File: src/rtl/pps_meas_pkg.sv
// Shared types and helpers for the 1PPS phase meter: FSM state, sign convention, negate helper.
package pps_meas_pkg;

  typedef enum logic [1:0] {
    ST_IDLE     = 2'd0,
    ST_LEAD_GPS = 2'd1,
    ST_LEAD_LOC = 2'd2
  } pps_state_t;

  // +1: a positive result means the local 1PPS lags GPS (GPS edge came first).
  localparam int PHASE_LOCAL_LAGS = 1;

  // Two's-complement negate of an unsigned magnitude in a w-bit field.
  // Magnitudes beyond 2**(w-1) clamp to the most negative code.
  function automatic logic [63:0] sat_neg(input logic [63:0] cnt, input int w);
    logic [63:0] lim;
    logic [63:0] mag;
    lim = 64'd1 << (w - 1);
    mag = (cnt > lim) ? lim : cnt;
    return (~mag + 64'd1) & ((64'd1 << w) - 64'd1);
  endfunction

endpackage

File: src/rtl/pps_phase_meter_if.sv
// Signal bundle between the phase meter and its pulse sources / loop-filter consumer.
interface pps_phase_meter_if #(
  parameter int W = 24
);
  import pps_meas_pkg::*;

  // No valid/ready here: Phase_Valid, Phase_Timeout and Avg_Valid are single-cycle
  // strobes with no backpressure; the consumer must capture the data on the strobe
  // cycle. Phase_Out and Phase_Avg hold between strobes.
  logic         PPS_GPS;
  logic         PPS_Local;
  logic [W-1:0] Phase_Out;
  logic         Phase_Valid;
  logic         Phase_Timeout;
  logic         GPS_Edge;
  logic         Local_Edge;
  logic [W-1:0] Phase_Avg;
  logic         Avg_Valid;
  pps_state_t   Dbg_State;

  modport master (
    output PPS_GPS, PPS_Local,
    input  Phase_Out, Phase_Valid, Phase_Timeout, GPS_Edge, Local_Edge,
           Phase_Avg, Avg_Valid, Dbg_State
  );

  modport slave (
    input  PPS_GPS, PPS_Local,
    output Phase_Out, Phase_Valid, Phase_Timeout, GPS_Edge, Local_Edge,
           Phase_Avg, Avg_Valid, Dbg_State
  );

endinterface

File: src/rtl/pps_edge_sync.sv
// Three-flop synchroniser with rising-edge pulse; flops reset high so a level
// already high at reset release never produces an edge.
module pps_edge_sync (
  input  logic CLK_SYS,
  input  logic CLK_RST,
  input  logic i_async,
  output logic o_edge
);

  logic [2:0] r_sync;

  always_ff @(posedge CLK_SYS or negedge CLK_RST) begin
    if (!CLK_RST) begin
      r_sync <= 3'b111;
    end else begin
      r_sync <= {r_sync[1:0], i_async};
    end
  end

  assign o_edge = r_sync[1] & ~r_sync[2];

endmodule

File: src/rtl/pps_phase_meter.sv
// Signed phase meter between GPS and local 1PPS, in CLK_SYS cycles (positive: local lags).
// Optional 2**AVG_LOG2 sample averager is built when PPS_PHASE_AVG_EN is defined.
module pps_phase_meter
  import pps_meas_pkg::*;
#(
  parameter int W           = 24,
  parameter int TIMEOUT_CYC = 10_000_000,
  parameter int AVG_LOG2    = 2
) (
  input  logic             CLK_SYS,
  input  logic             CLK_RST,
  pps_phase_meter_if.slave bus
);

  localparam logic [W-1:0] TIMEOUT_W = W'(TIMEOUT_CYC);

  logic         w_gps_edge;
  logic         w_loc_edge;
  pps_state_t   r_state,   w_state_nxt;
  logic [W-1:0] r_cnt,     w_cnt_nxt;
  logic [W-1:0] r_phase,   w_phase_nxt;
  logic         r_valid,   w_valid_nxt;
  logic         r_timeout, w_timeout_nxt;
  logic [W-1:0] w_neg;
  logic [W-1:0] w_gps_lead_phase;
  logic [W-1:0] w_loc_lead_phase;

  pps_edge_sync u_sync_gps (
    .CLK_SYS (CLK_SYS),
    .CLK_RST (CLK_RST),
    .i_async (bus.PPS_GPS),
    .o_edge  (w_gps_edge)
  );

  pps_edge_sync u_sync_loc (
    .CLK_SYS (CLK_SYS),
    .CLK_RST (CLK_RST),
    .i_async (bus.PPS_Local),
    .o_edge  (w_loc_edge)
  );

  assign w_neg            = W'(sat_neg(64'(r_cnt), W));
  assign w_gps_lead_phase = (PHASE_LOCAL_LAGS > 0) ? r_cnt : w_neg;
  assign w_loc_lead_phase = (PHASE_LOCAL_LAGS > 0) ? w_neg : r_cnt;

  // A closing edge wins over a repeated leading edge in the same cycle; a repeat
  // restarts the count (newest leading edge is the reference).
  always_comb begin
    w_state_nxt   = r_state;
    w_cnt_nxt     = r_cnt;
    w_phase_nxt   = r_phase;
    w_valid_nxt   = 1'b0;
    w_timeout_nxt = 1'b0;
    case (r_state)
      ST_IDLE: begin
        if (w_gps_edge && w_loc_edge) begin
          w_phase_nxt = '0;
          w_valid_nxt = 1'b1;
        end else if (w_gps_edge) begin
          w_cnt_nxt   = W'(1);
          w_state_nxt = ST_LEAD_GPS;
        end else if (w_loc_edge) begin
          w_cnt_nxt   = W'(1);
          w_state_nxt = ST_LEAD_LOC;
        end
      end
      ST_LEAD_GPS: begin
        if (w_loc_edge) begin
          w_phase_nxt = w_gps_lead_phase;
          w_valid_nxt = 1'b1;
          w_state_nxt = ST_IDLE;
        end else if (w_gps_edge) begin
          w_cnt_nxt = W'(1);
        end else if (r_cnt == TIMEOUT_W) begin
          w_timeout_nxt = 1'b1;
          w_state_nxt   = ST_IDLE;
        end else begin
          w_cnt_nxt = r_cnt + W'(1);
        end
      end
      ST_LEAD_LOC: begin
        if (w_gps_edge) begin
          w_phase_nxt = w_loc_lead_phase;
          w_valid_nxt = 1'b1;
          w_state_nxt = ST_IDLE;
        end else if (w_loc_edge) begin
          w_cnt_nxt = W'(1);
        end else if (r_cnt == TIMEOUT_W) begin
          w_timeout_nxt = 1'b1;
          w_state_nxt   = ST_IDLE;
        end else begin
          w_cnt_nxt = r_cnt + W'(1);
        end
      end
      default: begin
        w_state_nxt = ST_IDLE;
      end
    endcase
  end

  always_ff @(posedge CLK_SYS or negedge CLK_RST) begin
    if (!CLK_RST) begin
      r_state   <= ST_IDLE;
      r_cnt     <= '0;
      r_phase   <= '0;
      r_valid   <= 1'b0;
      r_timeout <= 1'b0;
    end else begin
      r_state   <= w_state_nxt;
      r_cnt     <= w_cnt_nxt;
      r_phase   <= w_phase_nxt;
      r_valid   <= w_valid_nxt;
      r_timeout <= w_timeout_nxt;
    end
  end

  assign bus.Phase_Out     = r_phase;
  assign bus.Phase_Valid   = r_valid;
  assign bus.Phase_Timeout = r_timeout;
  assign bus.GPS_Edge      = w_gps_edge;
  assign bus.Local_Edge    = w_loc_edge;
  assign bus.Dbg_State     = r_state;

`ifdef PPS_PHASE_AVG_EN
  localparam int              AW     = W + AVG_LOG2;
  localparam int              NW     = AVG_LOG2 + 1;
  localparam logic [NW-1:0]   N_LAST = NW'((1 << AVG_LOG2) - 1);

  logic signed [AW-1:0] r_acc;
  logic signed [AW-1:0] w_acc_sum;
  logic [NW-1:0]        r_n;
  logic [W-1:0]         r_avg;
  logic                 r_avg_valid;

  assign w_acc_sum = r_acc + AW'($signed(r_phase));

  // Samples are taken from the registered result on its strobe cycle; the
  // arithmetic shift rounds the mean toward minus infinity.
  always_ff @(posedge CLK_SYS or negedge CLK_RST) begin
    if (!CLK_RST) begin
      r_acc       <= '0;
      r_n         <= '0;
      r_avg       <= '0;
      r_avg_valid <= 1'b0;
    end else begin
      r_avg_valid <= 1'b0;
      if (r_timeout) begin
        r_acc <= '0;
        r_n   <= '0;
      end else if (r_valid) begin
        if (r_n == N_LAST) begin
          r_avg       <= W'(w_acc_sum >>> AVG_LOG2);
          r_avg_valid <= 1'b1;
          r_acc       <= '0;
          r_n         <= '0;
        end else begin
          r_acc <= w_acc_sum;
          r_n   <= r_n + NW'(1);
        end
      end
    end
  end

  assign bus.Phase_Avg = r_avg;
  assign bus.Avg_Valid = r_avg_valid;
`else
  assign bus.Phase_Avg = '0;
  assign bus.Avg_Valid = 1'b0;
`endif

endmodule

File: src/flat_wrapper.sv
// flat-port wrapper written by rule: the top's interface ports become plain ports
module pps_phase_meter_flat import pps_meas_pkg::*;
#(
  parameter int W           = 24,
  parameter int TIMEOUT_CYC = 10_000_000,
  parameter int AVG_LOG2    = 2
)
  (CLK_SYS, CLK_RST, bus_PPS_GPS, bus_PPS_Local, bus_Phase_Out, bus_Phase_Valid, bus_Phase_Timeout, bus_GPS_Edge, bus_Local_Edge, bus_Phase_Avg, bus_Avg_Valid, bus_Dbg_State);
  pps_phase_meter_if #(.W(W)) bus_i ();
  input  logic CLK_SYS;
  input  logic CLK_RST;
  input wire logic [$bits(bus_i.PPS_GPS)-1:0] bus_PPS_GPS;
  input wire logic [$bits(bus_i.PPS_Local)-1:0] bus_PPS_Local;
  output wire logic [$bits(bus_i.Phase_Out)-1:0] bus_Phase_Out;
  output wire logic [$bits(bus_i.Phase_Valid)-1:0] bus_Phase_Valid;
  output wire logic [$bits(bus_i.Phase_Timeout)-1:0] bus_Phase_Timeout;
  output wire logic [$bits(bus_i.GPS_Edge)-1:0] bus_GPS_Edge;
  output wire logic [$bits(bus_i.Local_Edge)-1:0] bus_Local_Edge;
  output wire logic [$bits(bus_i.Phase_Avg)-1:0] bus_Phase_Avg;
  output wire logic [$bits(bus_i.Avg_Valid)-1:0] bus_Avg_Valid;
  output wire logic [$bits(bus_i.Dbg_State)-1:0] bus_Dbg_State;
  assign bus_i.PPS_GPS = bus_PPS_GPS;
  assign bus_i.PPS_Local = bus_PPS_Local;
  assign bus_Phase_Out = bus_i.Phase_Out;
  assign bus_Phase_Valid = bus_i.Phase_Valid;
  assign bus_Phase_Timeout = bus_i.Phase_Timeout;
  assign bus_GPS_Edge = bus_i.GPS_Edge;
  assign bus_Local_Edge = bus_i.Local_Edge;
  assign bus_Phase_Avg = bus_i.Phase_Avg;
  assign bus_Avg_Valid = bus_i.Avg_Valid;
  assign bus_Dbg_State = bus_i.Dbg_State;
  pps_phase_meter #(.W(W), .TIMEOUT_CYC(TIMEOUT_CYC), .AVG_LOG2(AVG_LOG2)) u_core (.CLK_SYS(CLK_SYS), .CLK_RST(CLK_RST), .bus(bus_i));
endmodule
File: config.mk
export PLATFORM = sky130hd
export DESIGN_NAME = pps_phase_meter_flat
export DESIGN_NICKNAME = d
export VERILOG_FILES = /design/src/rtl/pps_meas_pkg.sv /design/src/rtl/pps_phase_meter_if.sv /design/src/rtl/pps_edge_sync.sv /design/src/rtl/pps_phase_meter.sv /design/src/flat_wrapper.sv
export SDC_FILE = /design/constraint.sdc
export NUM_CORES = 1
export LEC_CHECK = 0
export ABC_AREA = 1
export CORE_MARGIN = 2
export CORE_UTILIZATION = 23
export CTS_BUF_LIST = sky130_fd_sc_hd__clkbuf_4 sky130_fd_sc_hd__clkbuf_8
export CTS_CLUSTER_SIZE = 12
export DETAILED_ROUTE_END_ITERATION = 12
export PLACE_DENSITY = 0.47
export SETUP_SLACK_MARGIN = 0.05
export SLEW_MARGIN = 30
export SYNTH_ARGS = -nofsm -noshare
export SYNTH_HDL_FRONTEND = slang
export SYNTH_SLANG_ARGS = --single-unit
File: constraint.sdc
create_clock -name CLK_SYS -period 4.1 [get_ports CLK_SYS]
set_input_delay 1.23 -clock CLK_SYS [delete_from_list [all_inputs] [get_ports CLK_SYS]]
set_output_delay 1.23 -clock CLK_SYS [all_outputs]
set_load 0.005 [all_outputs]
* Word level (Yosys, flattened, before mapping)
Index checks and enable logic that the tools add are counted.
** Storage, ports and cells
- Word-level logic and storage cells :: 66
- Register bits after elaboration :: 58
- Input bits :: 4
** Operators by class
- Add/subtract/negate cells :: 2
- Bitwise operators :: 5
- $lt $le $gt $ge :: 1
- Reduce and logical (&&, ||, !) cells :: 6
- Equal/unequal tests :: 12
- Multiplexer cells :: 33
** Operators by type and width (count)
- $mux 24 :: 12
- $pmux 24 s3 :: 2
- $add 24x1->24 const B :: 2
- $eq 24x24->1 const B :: 1
- $gt 24x24->1 const B :: 1
- $not 24->24 :: 1
- $mux 2 :: 8
- $mux 1 :: 8
- $reduce_and 4->1 :: 2
- $ne 2x1->1 const B :: 3
- $ne 2x2->1 const B :: 3
- $pmux 2 s3 :: 1
- $reduce_and 5->1 :: 1
- $ne 3x1->1 const B :: 1
- $ne 3x2->1 const B :: 1
- $ne 3x3->1 const B :: 1
- $pmux 1 s3 :: 1
- $reduce_bool 3->1 :: 1
- $and 1x1->1 :: 2
- $eq 2x1->1 const B :: 1
- $eq 2x2->1 const B :: 1
- $logic_not 2->1 :: 1
- $not 1->1 :: 2
- $pmux 1 s2 :: 1
- $logic_and 1x1->1 :: 1

* Logic depth before layout (Yosys ltp)
- Depth after elaboration :: 6
- Depth in mapped cells :: 19
- Gate-level depth less buffers :: 16

* Modules after synthesis
From an unflattened synthesis, not the netlist that was laid out.
** Unflattened totals
- Cells, all modules :: 585
- Area total of the unflattened synthesis :: 4086.4 sq um
** By module, submodules not included
- pps_phase_meter :: seq. area each 1301.2 sq um, area each 3908.7 sq um, cells an instance 575, times used 1
- pps_edge_sync :: seq. area each 78.8 sq um, area each 88.8 sq um, cells an instance 5, times used 2

* Worst setup path after synthesis
No wires, ideal clock.
- Path kind :: register -> register
- From :: register u_core.r_cnt[0]
- To :: register u_core.r_phase[4] (netlist: u_core.bus.Phase_Out[4])
- Buffers on the path :: 3
- Cell stages (with the launch flop) :: 18
- Setup slack :: 1.748 ns
- Data arrival time :: 2.236 ns
- Cell sequence :: dfrtp_1 -> clkbuf_1 -> inv_1 -> ha_1 -> nand2_2 -> nor2_1 -> nand3_2 -> nand2_4 -> buf_8 -> buf_6 -> nand2_1 -> ha_1 -> a21boi_0 -> nand2_1 -> nand3_1 -> o21ai_0 -> nand2_1 -> nand2_1
** Between the ends
- Cells in the longest elaborated chain, start to end :: 6
** Ends and longest elaborated chain
- from (decl) :: line pps_phase_meter.sv:20 : logic [W-1:0] r_cnt, w_cnt_nxt;
- from (signal assigned) :: line pps_phase_meter.sv:110 : r_cnt <= w_cnt_nxt;
- $gt 24x24->1 :: line pps_meas_pkg.sv:19 : mag = (cnt > lim) ? lim : cnt;
- $mux 24 * :: line pps_meas_pkg.sv:19
- $not 24->24 * :: line pps_meas_pkg.sv:20 : return (~mag + 64'd1) & ((64'd1 << w) - 64'd1);
- $add 24x1->24 * :: line pps_meas_pkg.sv:20
- $mux 24 * :: line pps_phase_meter.sv:82 : if (w_gps_edge) begin
- $pmux 24 s3 * :: line pps_phase_meter.sv:54 : case (r_state)
- to (signal assigned) :: line pps_phase_meter.sv:111 : r_phase <= w_phase_nxt;
- to (decl) :: line pps_phase_meter.sv:21 : logic [W-1:0] r_phase, w_phase_nxt;
Every way passes the cells marked *; elsewhere a longest branch is shown, timed or not. The select of a mux whose other input is x is not followed.
A chain may end at the register's enable or synchronous reset.

* Worst setup path after layout
- From :: register u_core.u_sync_loc.r_sync[1]
- To :: output port bus_Local_Edge
** Between the ends
- Cells in the longest elaborated chain, start to end :: 1
** Ends and longest elaborated chain
- from (decl) :: line pps_edge_sync.sv:10 : logic [2:0] r_sync;
- from (signal assigned) :: line pps_edge_sync.sv:16 : r_sync <= {r_sync[1:0], i_async};
- $and 1x1->1 :: line pps_edge_sync.sv:20 : assign o_edge = r_sync[1] & ~r_sync[2];
- to (decl) :: line flat_wrapper.sv:18 : output wire logic [$bits(bus_i.Local_Edge)-1:0] bus_Local_Edge;
Every way passes these cells.

==> impl_metrics.py <==
metrics = {
    "timing": {
        "fmax_ghz": 0.336,
        "rsz0062_at_grt": "false",
        "hold_violations": 0,
        "setup_tns_ps": 0,
        "tightest_slew_ps": 645,
        "postLayoutSetupSlackWorst_ps": 1130,
        "max-slew-margin-rel": 0.565,
        "fin_crit_sh": 0.726,
        "skew_ps": 18.8,
        "setup_viol": 0,
        "post-route-min-period_ps": 2970,
        "final-max-slew-violation-count": 0,
    },
    "global_routing": {
        "grt_max_degree": 35,
        "antenna_found_initial": 0,
        "grt_pass1_vias": 3607,
        "grt_overflow": 0,
        "track_usage": 0.131,
        "grt_pass1_wl_um": 20100,
    },
    "cts": {
        "cts_tree": "yes",
        "cts-root-buf": "clkbuf_8",
        "clkSlewWorstSetupHoldPaths_ps": 70,
        "cts_resized": 0,
        "htreeDepth": 3,
        "cts_buffers": 9,
        "worstSkewPairLatency_ps": 370,
        "holdBufCountCts": 0,
        "clock_path_buffers": 2,
        "clock-sinks": 58,
        "cts_setup_buffers": 0,
    },
    "yosys": {
        "synth_fa_ha_area_frac": 0.0210,
        "synth_top_family_by_area": "simple AND/OR/NAND/NOR gates",
        "syn_avg_cell_area_um2": 6.86,
        "ys_top_cells_by_area": "dfrtp_1 31%, nand2_1 16%, inv_1 5.9%, nor2_1 5.6%, nand3_1 4.9%",
        "syn_area_um2": 4160,
        "synthMuxAreaShare": 0,
        "synth_top_area_frac": 0.313,
        "yosysTopAreaCell": "dfrtp_1",
        "synth_cell_types": 47,
        "yosys.area_share.simple": 0.349,
        "ys_seq_elements": 58,
        "synth_edf_count": 0,
        "synth_xor_area_frac": 0.00421,
        "seq_area_frac_synth": 0.350,
        "synth_cells": 607,
        "synth_compound_area_frac": 0.137,
        "synth_ff_type": "dfrtp_1",
        "ys_warn_count": 0,
        "ys_async_sr_fraction": 1.00,
    },
    "floorplan": {
        "start_util": 0.233,
        "die_w_um": 139,
        "die_h_um": 139,
        "core_area_um2": 17800,
        "num_rows": 49,
        "die_area_um2": 19200,
        "io_pins": 59,
    },
    "routing": {
        "drc": 0,
        "dr.pass1.iters": 5,
        "wl_per_cell_um": 14.1,
        "routed_wl_um": 12200,
        "viasPerCell": 4.48,
        "vias": 3879,
        "ant_nets": 0,
        "drt_iter0_drc": 373,
    },
    "worst_setup_path": {
        "critPathCaptureType": "output pin",
        "required_ps": 2870,
        "worstSetupStartpointType": "flip-flop",
        "crit_type": "reg -> out",
        "cp_max_fo": 9,
        "crit_arrival_ps": 1740,
        "r2r_cells": 12,
    },
    "power": {
        "power_frac_clock": 0.268,
        "swShare": 0.412,
        "p_sw_w": 0.00105,
        "p_leak_nw": 2.23,
        "seqPwrFrac": 0.283,
        "cellInternalPower_w": 0.00150,
        "peakVddDrop_v": 0.000186,
        "power_density_nw_per_um2": 528,
        "combinationalPowerShare": 0.449,
    },
    "placed_design": {
        "port_buffers": 33,
        "place.gp.congestion": 0.831,
        "dpl_worst_slack_ps": 1500,
        "dp_hpwl_um": 9270,
        "placed_area_um2": 4590,
    },
    "run": {
        "maxCapViolCount": 0,
    },
    "status": {
        "status": "completed",
    },
    "hold_path": {
        "holdPathStages": 0,
        "min_path_type": "reg -> reg",
    },
    "final_layout": {
        "drive_gt1_frac": 0.0895,
        "fin_nets": 643,
        "area.sequential_um2": 1460,
        "final_cell_mix": "173 x nand2_1, 65 x inv_1, 62 x nor2_1",
        "multi_input_area_um2": 2220,
        "syn2layout_area_growth_pct": 16.3,
        "final_common_cell": "nand2_1",
        "final_area_um2": 4840,
        "antenna-diode-count": 0,
        "n_fill_cell": 1963,
    },
}
## cell usage after synthesis (6+ instances only)
cell and n:
nand3_1 41, buf_4 26, o21ai_0 38, o22ai_1 7, buf_2 13, dfrtp_1 52
nand4_1 6, o31ai_1 6, nor4_1 7, nor2_1 62, o21ai_1 8, dfstp_2 6
nor3_1 11, inv_1 65, clkbuf_1 7, a21oi_1 20, ha_1 7, nand2_1 173
## kinds of logic (layout without fill, tap and decap cells)
kind of cell	after synthesis	after routing
AO/OA/AOI/OAI	96	96
XOR/XNOR	2	2
adder cells (fa/ha/maj)	7	7
buffers and inverters	117	123
flip-flops	58	58
other	1	25
AND/OR/NAND/NOR	326	326
## metal layers
layer | wire (um) | GRT usage
met1 | 6070 | 0.194
met2 | 5310 | 0.192
met3 | 637 | 0.0294
met4 | 156 | 0.0338
met5 | 0 | 0
## worst max-delay path, cell delays in order (launching register included)
cell and delay, ps:
dfstp_2 530, inv_1 60, nor2_4 240, clkdlybuf4s50_1 560
## power by group through the flow
stage	Clock [W]	Sequential, W	Combinational, W
floorplan	0	0.000709	0.000813
global placement	0	0.000732	0.00117
detailed placement	0	0.000735	0.00115
CTS	0.000707	0.000725	0.00116
global route	0.000730	0.000737	0.00130
finish	0.000684	0.000723	0.00115
## path summary, 6_finish.rpt
kind,startpoint,endpoint,slack [ps]
max,u_core.u_sync_loc.r_sync[1],bus_Local_Edge,1130
min,u_core.u_sync_gps.r_sync[0],u_core.u_sync_gps.r_sync[1],360
max reg2reg,u_core.bus.Dbg_State[1],u_core.r_cnt[12],1520
min reg2reg,u_core.u_sync_gps.r_sync[0],u_core.u_sync_gps.r_sync[1],360
max in group asynchronous,CLK_RST,u_core.u_sync_gps.r_sync[1],2600
min in group asynchronous,CLK_RST,u_core.r_cnt[12],800
## sequential cells by signal, indices dropped and copies added, names as in the netlist
| register | count |
|---|---|
| u_core.u_sync_gps.r_sync | 3 |
| u_core.u_sync_loc.r_sync | 3 |
| u_core.bus.Phase_Timeout | 1 |
| u_core.bus.Phase_Valid | 1 |
| u_core.bus.Dbg_State | 2 |
| u_core.bus.Phase_Out | 24 |
| u_core.r_cnt | 24 |
## cell type report
type,count,share of cell area
clock inverter,5,0.0207
sequential,58,0.301
multi-input combinational,456,0.459
inverter,69,0.0535
tap,229,0.0592
clock buffer,11,0.0313
timing repair buffer,38,0.0749
## stage by stage
step / hold slack, ps / total power, W / utilization / instances
floorplan: 345 / 0.00152 / - / 631
global placement: 347 / 0.00190 / 0.257 / 850
detailed placement: 348 / 0.00189 / 0.257 / 850
CTS: 359 / 0.00259 / 0.271 / 866
global route: 366 / 0.00277 / 0.271 / 866
finish: 357 / 0.00255 / 0.271 / 866
(Power assumes the default switching activity.)
